File: config.mk
export PLATFORM = sky130hd
export DESIGN_NAME = flush_controller
export DESIGN_NICKNAME = d
export VERILOG_FILES = /design/src/rtl/flush_controller.sv
export SDC_FILE = /design/constraint.sdc
export NUM_CORES = 1
export LEC_CHECK = 0
export ABC_AREA = 1
export CORE_AREA = 2 2 39 41
export DETAILED_ROUTE_END_ITERATION = 12
export DIE_AREA = 0 0 41 43
export GPL_ROUTABILITY_DRIVEN = 0
export PLACE_DENSITY = 0.54
export REMOVE_ABC_BUFFERS = 1
export SYNTH_ARGS = -nofsm -noshare
export SYNTH_HDL_FRONTEND = slang
export SYNTH_SLANG_ARGS = --single-unit
File: constraint.sdc
create_clock -name CLK -period 1.8 [get_ports CLK]
set_input_delay 0.54 -clock CLK [delete_from_list [all_inputs] [get_ports CLK]]
set_output_delay 0.54 -clock CLK [all_outputs]
set_load 0.05 [all_outputs]
File: src/rtl/flush_controller.sv
`default_nettype none
// +--------------------------------------------------------------------------+
// | Module      : flush_controller                                           |
// | Description : Pipeline flush sequencer. A down-counter (nop_cnt) walks a |
// |               squash wave from the earliest stage to writeback after a   |
// |               taken branch or an interrupt request.                      |
// | Revision    : 1.0 - initial release                                      |
// +--------------------------------------------------------------------------+
// | Ports                                                                    |
// |   CLK            in   sole clock, rising edge                             |
// |   RESET_N        in   synchronous active-low reset                        |
// |   UNCON_BRN      in   unconditional branch resolved this cycle            |
// |   TAKE_COND_BRN  in   conditional branch resolved taken this cycle        |
// |   STALL          in   pipeline hold, freezes flush progress               |
// |   INTR           in   interrupt flush request (level)                     |
// |   STAGE_NOP      out  per-stage squash, bit 0 earliest, MSB writeback     |
// |   FLUSH_BUSY     out  high while the FSM is not IDLE                      |
// |   INTR_ACK       out  one-cycle pulse after an interrupt flush completes  |
// +--------------------------------------------------------------------------+
// | Build option                                                             |
// |   FLUSH_CTRL_INTR_EN : when defined, the interrupt flush path is built;   |
// |                        otherwise INTR is ignored and INTR_ACK is 0.       |
// +--------------------------------------------------------------------------+
module flush_controller #(
  parameter int N_STAGES    = 4,
  parameter int BRN_PENALTY = 4,
  parameter int CNT_W       = 4
) (
  input  logic                CLK,
  input  logic                RESET_N,
  input  logic                UNCON_BRN,
  input  logic                TAKE_COND_BRN,
  input  logic                STALL,
  input  logic                INTR,
  output logic [N_STAGES-1:0] STAGE_NOP,
  output logic                FLUSH_BUSY,
  output logic                INTR_ACK
);

  typedef enum logic [1:0] {
    ST_IDLE      = 2'd0,
    ST_BRN_FLUSH = 2'd1,
    ST_INT_FLUSH = 2'd2
  } state_t;

  localparam logic [CNT_W-1:0] C_BRN_LOAD = CNT_W'(BRN_PENALTY);
  localparam logic [CNT_W-1:0] C_INT_LOAD = CNT_W'(N_STAGES);
  localparam logic [CNT_W-1:0] C_ONE      = CNT_W'(1);
  localparam logic [CNT_W-1:0] C_ZERO     = '0;

  state_t           r_state;
  state_t           w_state_nxt;
  logic [CNT_W-1:0] r_nop_cnt;
  logic [CNT_W-1:0] w_nop_cnt_nxt;
  logic             w_brn;
  logic             w_brn_accept;
  logic             w_intr_load;

  assign w_brn = UNCON_BRN | TAKE_COND_BRN;

  // A new branch may only start once the previous wave has all but left the
  // pipe (count <= 1); younger branches are themselves being squashed.
  assign w_brn_accept = w_brn & ~STALL & (r_nop_cnt <= C_ONE) &
                        (r_state != ST_INT_FLUSH);

`ifdef FLUSH_CTRL_INTR_EN
  logic w_int_done;
  logic r_int_done;
  logic r_intr_ack;

  // Interrupt load ignores STALL: the pipeline must be emptied regardless.
  assign w_intr_load = INTR & (r_state != ST_INT_FLUSH);

  // Nothing can preempt INT_FLUSH, so the final decrement is exactly this.
  assign w_int_done  = (r_state == ST_INT_FLUSH) & ~STALL & (r_nop_cnt == C_ONE);

  // Two-stage delay places the acknowledge one cycle after the counter
  // has settled at zero.
  always_ff @(posedge CLK) begin
    if (!RESET_N) begin
      r_int_done <= 1'b0;
      r_intr_ack <= 1'b0;
    end else begin
      r_int_done <= w_int_done;
      r_intr_ack <= r_int_done;
    end
  end

  assign INTR_ACK = r_intr_ack;
`else
  // INTR is kept on the port list but has no effect in this build.
  assign w_intr_load = INTR & 1'b0;
  assign INTR_ACK    = 1'b0;
`endif

  // Priority: interrupt load, branch load, stall hold, decrement.
  always_comb begin
    w_nop_cnt_nxt = r_nop_cnt;
    w_state_nxt   = r_state;
    if (w_intr_load) begin
      w_nop_cnt_nxt = C_INT_LOAD;
      w_state_nxt   = ST_INT_FLUSH;
    end else if (w_brn_accept) begin
      w_nop_cnt_nxt = C_BRN_LOAD;
      w_state_nxt   = ST_BRN_FLUSH;
    end else if (!STALL && (r_nop_cnt != C_ZERO)) begin
      w_nop_cnt_nxt = r_nop_cnt - C_ONE;
      if (r_nop_cnt == C_ONE) begin
        w_state_nxt = ST_IDLE;
      end
    end
  end

  always_ff @(posedge CLK) begin
    if (!RESET_N) begin
      r_nop_cnt <= C_ZERO;
      r_state   <= ST_IDLE;
    end else begin
      r_nop_cnt <= w_nop_cnt_nxt;
      r_state   <= w_state_nxt;
    end
  end

  // Stage i is squashed while the wave has not yet passed it; the earliest
  // stage is also squashed in the very cycle a branch is accepted.
  for (genvar i = 0; i < N_STAGES; i++) begin : g_stage_nop
    localparam logic [CNT_W-1:0] C_THR = CNT_W'(N_STAGES - 1 - i);
    if (i == 0) begin : g_first
      assign STAGE_NOP[i] = (r_nop_cnt > C_THR) | w_brn_accept;
    end else begin : g_rest
      assign STAGE_NOP[i] = (r_nop_cnt > C_THR);
    end
  end

  assign FLUSH_BUSY = (r_state != ST_IDLE);

endmodule
`default_nettype wire
==> flow_summary.json, run 1 <==
{
  "outcome": "finished, final reports clean",
  "finalCritPeriodShare_pct": 98.6,
  "grt.overflow.total": 0,
  "root_buffer": "clkbuf_4",
  "clockBufferDepth": 2,
  "cp-start-kind": "flip-flop",
  "fin_area_um2": 672,
  "grt_pass1_vias": 353,
  "portBuffers": 9,
  "die_x_um": 41,
  "hp-start": "r_state[0]$_SDFFE_PN0P_",
  "grt_use_total_pct": 11.6,
  "r2r-start": "r_nop_cnt[3]$_SDFFE_PP0P_",
  "postSynthAreaPerCell_um2": 6.86,
  "dr.pass1.iters": 3,
  "vias_per_cell": 4.33,
  "regToRegSetupSlack_ns": 0.60,
  "drc": 0,
  "timing.hold.ws_ns": 0.473,
  "placed_area_um2": 568,
  "drt.antenna.violating_nets": 0,
  "ys_seq_area_share_pct": 25.2,
  "routed_wl_um": 820,
  "slew_violations": 0,
  "seq_area_um2": 110,
  "worst-path-max-fanout": 5,
  "multiInputGateArea_um2": 289,
  "cp.arrival_ns": 1.23,
  "final_nets": 87,
  "fmax_mhz": 564,
  "crit_path_end_kind": "output pin",
  "syn_to_final_growth_pct": 68.9,
  "path_class": "reg2out",
  "dpl.hpwl_um": 677,
  "fin_crit_ns": 1.77,
  "drive_above_1_share_pct": 49.4,
  "hold_depth": 2,
  "worstPathRequired_ns": 1.26,
  "r2r_end": "r_nop_cnt[0]$_SDFFE_PP0P_",
  "grt_start_max_net_pins": 6,
  "setup_viol": 0,
  "synth.distinct_cells": 16,
  "rsz0062_at_grt": "true",
  "h-tree-depth": 1,
  "ys_seq_elements": 5,
  "yosysWarnings": 0,
  "dieArea_um2": 1760,
  "postLayoutCoreUtil_pct": 48.6,
  "cts.clk_slew.worst_paths_ns": 0.04,
  "grt_pass1_wl_um": 1350,
  "cts_tree": "built",
  "rr_worst_depth": 9,
  "cts_hold_buf": 0,
  "cts.sinks": 5,
  "syn_inst": 58,
  "core-area_um2": 1380,
  "hold_class": "reg2reg",
  "n_antenna_cell": 0,
  "routed-via-count": 403,
  "cp-startpoint": "r_nop_cnt[3]$_SDFFE_PP0P_",
  "placementRows": 14,
  "fin_worst_skew_ns": 0.00545,
  "synth_area_um2": 398,
  "avgRoutedWirePerCell_um": 8.82,
  "final_hold_viol_count": 0,
  "drtIter0Drc": 7,
  "hold_path_end": "r_state[0]$_SDFFE_PN0P_",
  "nFillCells": 141,
  "die_h_um": 43,
  "num_io_pins": 12,
  "start_util_pct": 28.8,
  "cts_made_buffers": 3,
  "maxCapViolCount": 0,
  "insertion_delay_ns": 0.24,
  "antenna_found_initial": 0
}
-- cell type report --
cell class / count / share of cell area [%]
timing repair buffer: 16 / 26.3
multi-input combinational: 40 / 43.0
tap: 16 / 2.98
clock buffer: 4 / 3.91
inverter: 12 / 7.45
sequential: 5 / 16.4
-- what timing repair did --
item                                   CTS  global route
setup buffers                            1             2
endpoints found under the hold margin    0             0
pin swaps                                3             1
setup endpoints to repair                4             4
resized for setup                       15             9
-- worst max path at each step --
stage               slack, ns      endpoint  cells after the start
CTS                     -0.03  STAGE_NOP[0]                      6
global placement        -0.29  STAGE_NOP[0]                      6
floorplan               -0.44  STAGE_NOP[1]                      3
global route            -0.04  STAGE_NOP[0]                      6
detailed placement      -0.30  STAGE_NOP[0]                      6
finish                   0.03  STAGE_NOP[0]                      6
-- cells by family after synthesis --
family,Yosys count,share of synthesized area [%]
flops,5,25.2
compound gates,5,9.12
fa+ha+maj,3,9.43
other cells,1,0.942
simple gates,31,42.1
buf+inv,13,13.2
-- placed cells by master, fill, tap and decap left out --
master           instances
inv_1                    9
nand3_1                  2
inv_4                    2
conb_1                   1
dfxtp_2                  2
nand3_2                  1
clkbuf_1                 1
nor2_2                   2
o21ai_2                  1
nor2_4                   1
nand2_1                 16
buf_12                   4
dfxtp_4                  2
o21ai_1                  1
nand2_4                  5
nor2_1                   1
ha_1                     1
dlygate4sd2_1            3
buf_4                    8
inv_2                    1
dfxtp_1                  1
nand2_2                  1
a21oi_2                  3
ha_4                     2
clkbuf_4                 3
clkdlybuf4s50_1          1
nand4_1                  2
-- critical path: stages (launching register included) --
cell     delay (ns)
dfxtp_2        0.35
nor2_4         0.22
nand2_2        0.09
nand2_4        0.09
nand2_4        0.06
nand2_4        0.06
buf_12         0.13
-- routing by layer --
layer / wire (um) / GRT usage, % / vias to the layer above
met4: 0 / 4.00 / 0
met1: 322 / 10.6 / 183
met5: 0 / 0 / -
li1: - / - / 211
met3: 42 / 7.85 / 0
met2: 456 / 19.4 / 9
-- registers in the layout, summed over array words and instances (netlist names) --
register / count
r_nop_cnt: 4
r_state: 1
-- synth_stat cells --
cell type | number | share of area (%)
nand4_1 | 2 | 3.1
conb_1 | 1 | 0.94
dfxtp_1 | 5 | 25
o21ai_0 | 1 | 1.3
nor2_1 | 3 | 2.8
buf_4 | 1 | 1.9
nand3_1 | 2 | 2.5
inv_2 | 1 | 0.94
ha_1 | 3 | 9.4
nand2_4 | 4 | 11
nand3_2 | 1 | 2.5
nor2_4 | 1 | 2.8
a21oi_2 | 3 | 6.6
o21ai_1 | 1 | 1.3
nand2_1 | 18 | 17
inv_1 | 11 | 10
-- stage by stage --
| stage | cells | TNS (ns) | setup WS, ns |
|---|---|---|---|
| final | 93 | 0 | 0.0260 |
| after global routing | 93 | -0.0369 | -0.0369 |
| after CTS | 91 | -0.0288 | -0.0288 |
| after detailed placement | 86 | -0.302 | -0.302 |
| after global placement | 86 | -0.293 | -0.293 |
| after floorplan | 57 | -0.571 | -0.443 |
Power of run 1 is not shown: default switching activity piles up to over one toggle a cycle in this logic, so the estimate is an artifact.
==> run 2: changes to the inputs <==
==> constraint.sdc (replaced) <==
create_clock -name CLK -period 1.8 [get_ports CLK]
set_input_delay 0.18 -clock CLK [delete_from_list [all_inputs] [get_ports CLK]]
set_output_delay 0.18 -clock CLK [all_outputs]
set_load 0.05 [all_outputs]
==> flow_summary.json, run 2 (synthesis results as in run 1) <==
{
  "outcome": "finished, final reports clean",
  "finalCritPeriodShare_pct": 91.3,
  "dieArea_um2": 1760,
  "syn_to_final_growth_pct": 43.1,
  "worstPathRequired_ns": 1.62,
  "placedCellCount": 82,
  "grt_start_max_net_pins": 6,
  "cp.arrival_ns": 1.46,
  "vias_per_cell": 4.31,
  "dr.pass1.iters": 2,
  "drtIter0Drc": 8,
  "r2r-start": "r_nop_cnt[0]$_SDFFE_PP0P_",
  "die_x_um": 41,
  "placementRows": 14,
  "largest_reg_flops": 4,
  "fin_crit_ns": 1.64,
  "core-area_um2": 1380,
  "routed_wl_um": 722,
  "n_antenna_cell": 0,
  "fin_cells": 86,
  "final_cell_mix": "nand2_1 (18), inv_1 (11), clkdlybuf4s50_1 (5), dfxtp_1 (5)",
  "fin_worst_skew_ns": 0.00425,
  "rsz0062_at_grt": "false",
  "cts.clk_slew.worst_paths_ns": 0.05,
  "portBuffers": 9,
  "slew_violations": 0,
  "path_class": "reg2out",
  "timing.hold.ws_ns": 0.471,
  "num_io_pins": 12,
  "antenna_found_initial": 0,
  "reg_top3": "r_nop_cnt: 4 flops, r_state: 1 flops",
  "h-tree-depth": 1,
  "grt_pass1_wl_um": 1280,
  "clockBufferDepth": 2,
  "top_register": "r_nop_cnt",
  "post_cts_buffers": 0,
  "grt_use_total_pct": 10.7,
  "worst-path-max-fanout": 5,
  "hp-start": "r_state[0]$_SDFFE_PN0P_",
  "maxCapViolCount": 0,
  "hold_class": "reg2reg",
  "setup_viol": 0,
  "final_common_cell": "nand2_1",
  "start_util_pct": 28.8,
  "routed-via-count": 371,
  "cts_made_buffers": 3,
  "final_nets": 80,
  "avgRoutedWirePerCell_um": 8.40,
  "grt.overflow.total": 0,
  "fmax_mhz": 609,
  "dpl.hpwl_um": 597,
  "cp-startpoint": "r_nop_cnt[0]$_SDFFE_PP0P_",
  "insertion_delay_ns": 0.24,
  "grt_pass1_vias": 336,
  "drc": 0,
  "cts.sinks": 5,
  "drt.antenna.violating_nets": 0,
  "cp-start-kind": "flip-flop",
  "root_buffer": "clkbuf_4",
  "crit_path_end_kind": "output pin",
  "drive_above_1_share_pct": 25.7,
  "die_h_um": 43,
  "cts_tree": "built",
  "final_hold_viol_count": 0
}
run 2: changes by cell type in the layout (fill, tap and decap cells not counted), sizes merged:
| cell | previous run | this run |
|---|---|---|
| buf | 12 | 4 |
| clkdlybuf4s50 | 1 | 5 |
| dlygate4sd2 | 3 | 0 |
run 2: worst max-delay path: stages (launching register included):
cell and delay, ns:
dfxtp_1 0.32, inv_1 0.14, ha_2 0.25, nand2_4 0.09
nand2_4 0.10, nand2_4 0.06, nand2_1 0.11, buf_12 0.14
run 2: per-layer routing:
metal  routed length, um  track usage [%]  vias to the layer above  part of all wire (%)
li1                    -                -                      198                     -
met1                 322             13.1                      163                    45
met2                 353             15.9                       10                    49
met3                  47             6.28                        0                   6.5
met4                   0             2.00                        0                     0
met5                   0                0                        -                     0
run 2: path summary, 6_finish.rpt:
path / end / slack [ns] / cells after the start
worst max-delay path: STAGE_NOP[0] / 0.16 / 7
worst min-delay path: r_state[0]$_SDFFE_PN0P_ / 0.47 / 2
worst max register to register: r_nop_cnt[0]$_SDFFE_PP0P_ / 0.59 / 7
worst min register to register: r_state[0]$_SDFFE_PN0P_ / 0.47 / 2
run 2: what timing repair did:
action                     4_1_cts  5_1_grt
hold buffers                     0        0
resized for setup                0        1
setup endpoints to repair        0        1
run 2: metrics by stage:
stage	setup TNS, ns	utilization [%]	worst slack (ns)	area, um2
2_1_floorplan	-0.0832	-	-0.0832	390
3_3_place_gp	0	39.1	0.345	541
3_5_place_dp	0	39.1	0.333	541
4_1_cts	0	41.0	0.0947	567
5_1_grt	0	41.1	0.0391	569
6_report	0	41.1	0.157	569
run 2: layout make-up:
cell class              count  area (um2)
flip-flops and latches      5         100
multi-input cells          40         248
repair buffers              9         130
inverters                  12        45.0
fillers                   147         815
well taps                  16        20.0
clock buffers               4        26.3
Power of run 2 is left out for the same reason.
==> run 3: changes to the inputs <==
Settings changed: PLACE_DENSITY 0.54 to default.
==> flow_summary.json, run 3 (synthesis results as in run 1) <==
{
  "grt.overflow.total": 0,
  "reg_top3": "r_nop_cnt: 4 flops, r_state: 1 flops",
  "syn_to_final_growth_pct": 43.1,
  "portBuffers": 9,
  "slew_violations": 0,
  "dieArea_um2": 1760,
  "fin_crit_ns": 1.66,
  "critPathBufInv": 2,
  "final_hold_viol_count": 0,
  "final_cell_mix": "nand2_1 (18), inv_1 (11), clkdlybuf4s50_1 (5), dfxtp_1 (5)",
  "fmax_mhz": 601,
  "vias_per_cell": 4.21,
  "start_util_pct": 28.8,
  "die_h_um": 43,
  "grt_start_max_net_pins": 6,
  "fin_setup_tns_ns": 0,
  "drtIter0Drc": 5,
  "routed_wl_um": 778,
  "path_delay_family": "simple AND/OR/NAND/NOR gates",
  "die_x_um": 41,
  "largest_reg_flops": 4,
  "drc": 0,
  "path_common_cell": "nand2_4",
  "core-area_um2": 1380,
  "crit_path_end_kind": "output pin",
  "cts.sinks": 5,
  "cp.arrival_ns": 1.48,
  "cp_cell_sequence": "inv_1, ha_2, nand2_4, nand2_4, nand2_4, nand2_1, buf_12",
  "worstPathRequired_ns": 1.62,
  "antenna_found_initial": 0,
  "rsz0062_at_grt": "false",
  "critPathMaxStageDelay_ns": 0.32,
  "fin_worst_skew_ns": 0.000774,
  "dr.pass1.iters": 4,
  "top_register": "r_nop_cnt",
  "grt_use_total_pct": 11.7,
  "placementRows": 14,
  "routed-via-count": 362,
  "grt_pass1_vias": 341,
  "cts_tree": "built",
  "hold_class": "reg2reg",
  "finalCritPeriodShare_pct": 92.4,
  "cp-start-kind": "flip-flop",
  "grt_pass1_wl_um": 1300,
  "final_common_cell": "nand2_1",
  "avgRoutedWirePerCell_um": 9.05,
  "cts_made_buffers": 3,
  "num_io_pins": 12,
  "worst-path-max-fanout": 5,
  "slowest_stage": "dfxtp_1",
  "post_cts_buffers": 0,
  "drt.antenna.violating_nets": 0,
  "dpl.hpwl_um": 652,
  "n_antenna_cell": 0,
  "maxCapViolCount": 0,
  "root_buffer": "clkbuf_4",
  "outcome": "finished, final reports clean",
  "final_nets": 80,
  "h-tree-depth": 1,
  "clockBufferDepth": 2,
  "drive_above_1_share_pct": 25.7,
  "path_class": "reg2out",
  "cts.clk_slew.worst_paths_ns": 0.04,
  "insertion_delay_ns": 0.24,
  "setup_viol": 0
}
-- run 3: cell counts in the layout (fill, tap and decap cells not counted) --
Identical to the previous run, type by type.
-- run 3: timing repair --
| action | CTS | global route |
|---|---|---|
| setup endpoints to repair | 0 | 1 |
| resized for setup | 0 | 1 |
| hold buffers | 0 | 0 |
-- run 3: per-layer routing --
layer,up-vias,GRT usage [%],share of wire (%)
met3,2,7.85,6.6
li1,199,-,-
met1,153,12.5,41
met5,-,0,0
met2,8,15.9,51
met4,0,8.00,1.5
-- run 3: area by class of cell --
type | count | area [um2]
clock buffers | 4 | 26.3
multi-input cells | 40 | 248
repair buffers | 9 | 130
flip-flops and latches | 5 | 100
well taps | 16 | 20.0
fillers | 153 | 815
inverters | 12 | 45.0
-- run 3: per-stage QoR --
stage	setup slack (ns)	cell area (um2)	hold WS [ns]	cells	util (%)
2_1_floorplan	-0.0832	390	0.278	57	-
3_3_place_gp	0.359	541	0.457	82	39.1
3_5_place_dp	0.328	541	0.484	82	39.1
4_1_cts	0.0933	567	0.491	86	41.0
5_1_grt	0.0329	569	0.505	86	41.1
6_report	0.137	569	0.478	86	41.1
-- run 3: final timing paths --
kind / from / end / slack (ns) / depth (start not counted)
worst max-delay path: r_nop_cnt[0]$_SDFFE_PP0P_ / STAGE_NOP[0] / 0.14 / 7
worst min-delay path: r_state[0]$_SDFFE_PN0P_ / r_state[0]$_SDFFE_PN0P_ / 0.48 / 2
worst max register to register: r_nop_cnt[0]$_SDFFE_PP0P_ / r_nop_cnt[0]$_SDFFE_PP0P_ / 0.56 / 9
worst min register to register: r_state[0]$_SDFFE_PN0P_ / r_state[0]$_SDFFE_PN0P_ / 0.48 / 2
-- run 3: worst reg2reg max path, stage by stage (launching register included) --
cell and delay, ns:
dfxtp_1 0.32, inv_1 0.14, ha_2 0.26, nand2_4 0.10
nand2_4 0.09, inv_2 0.04, nand2_1 0.06, nand2_1 0.05
nand2_1 0.05, inv_1 0.03
Power of run 3 is left out for the same reason.
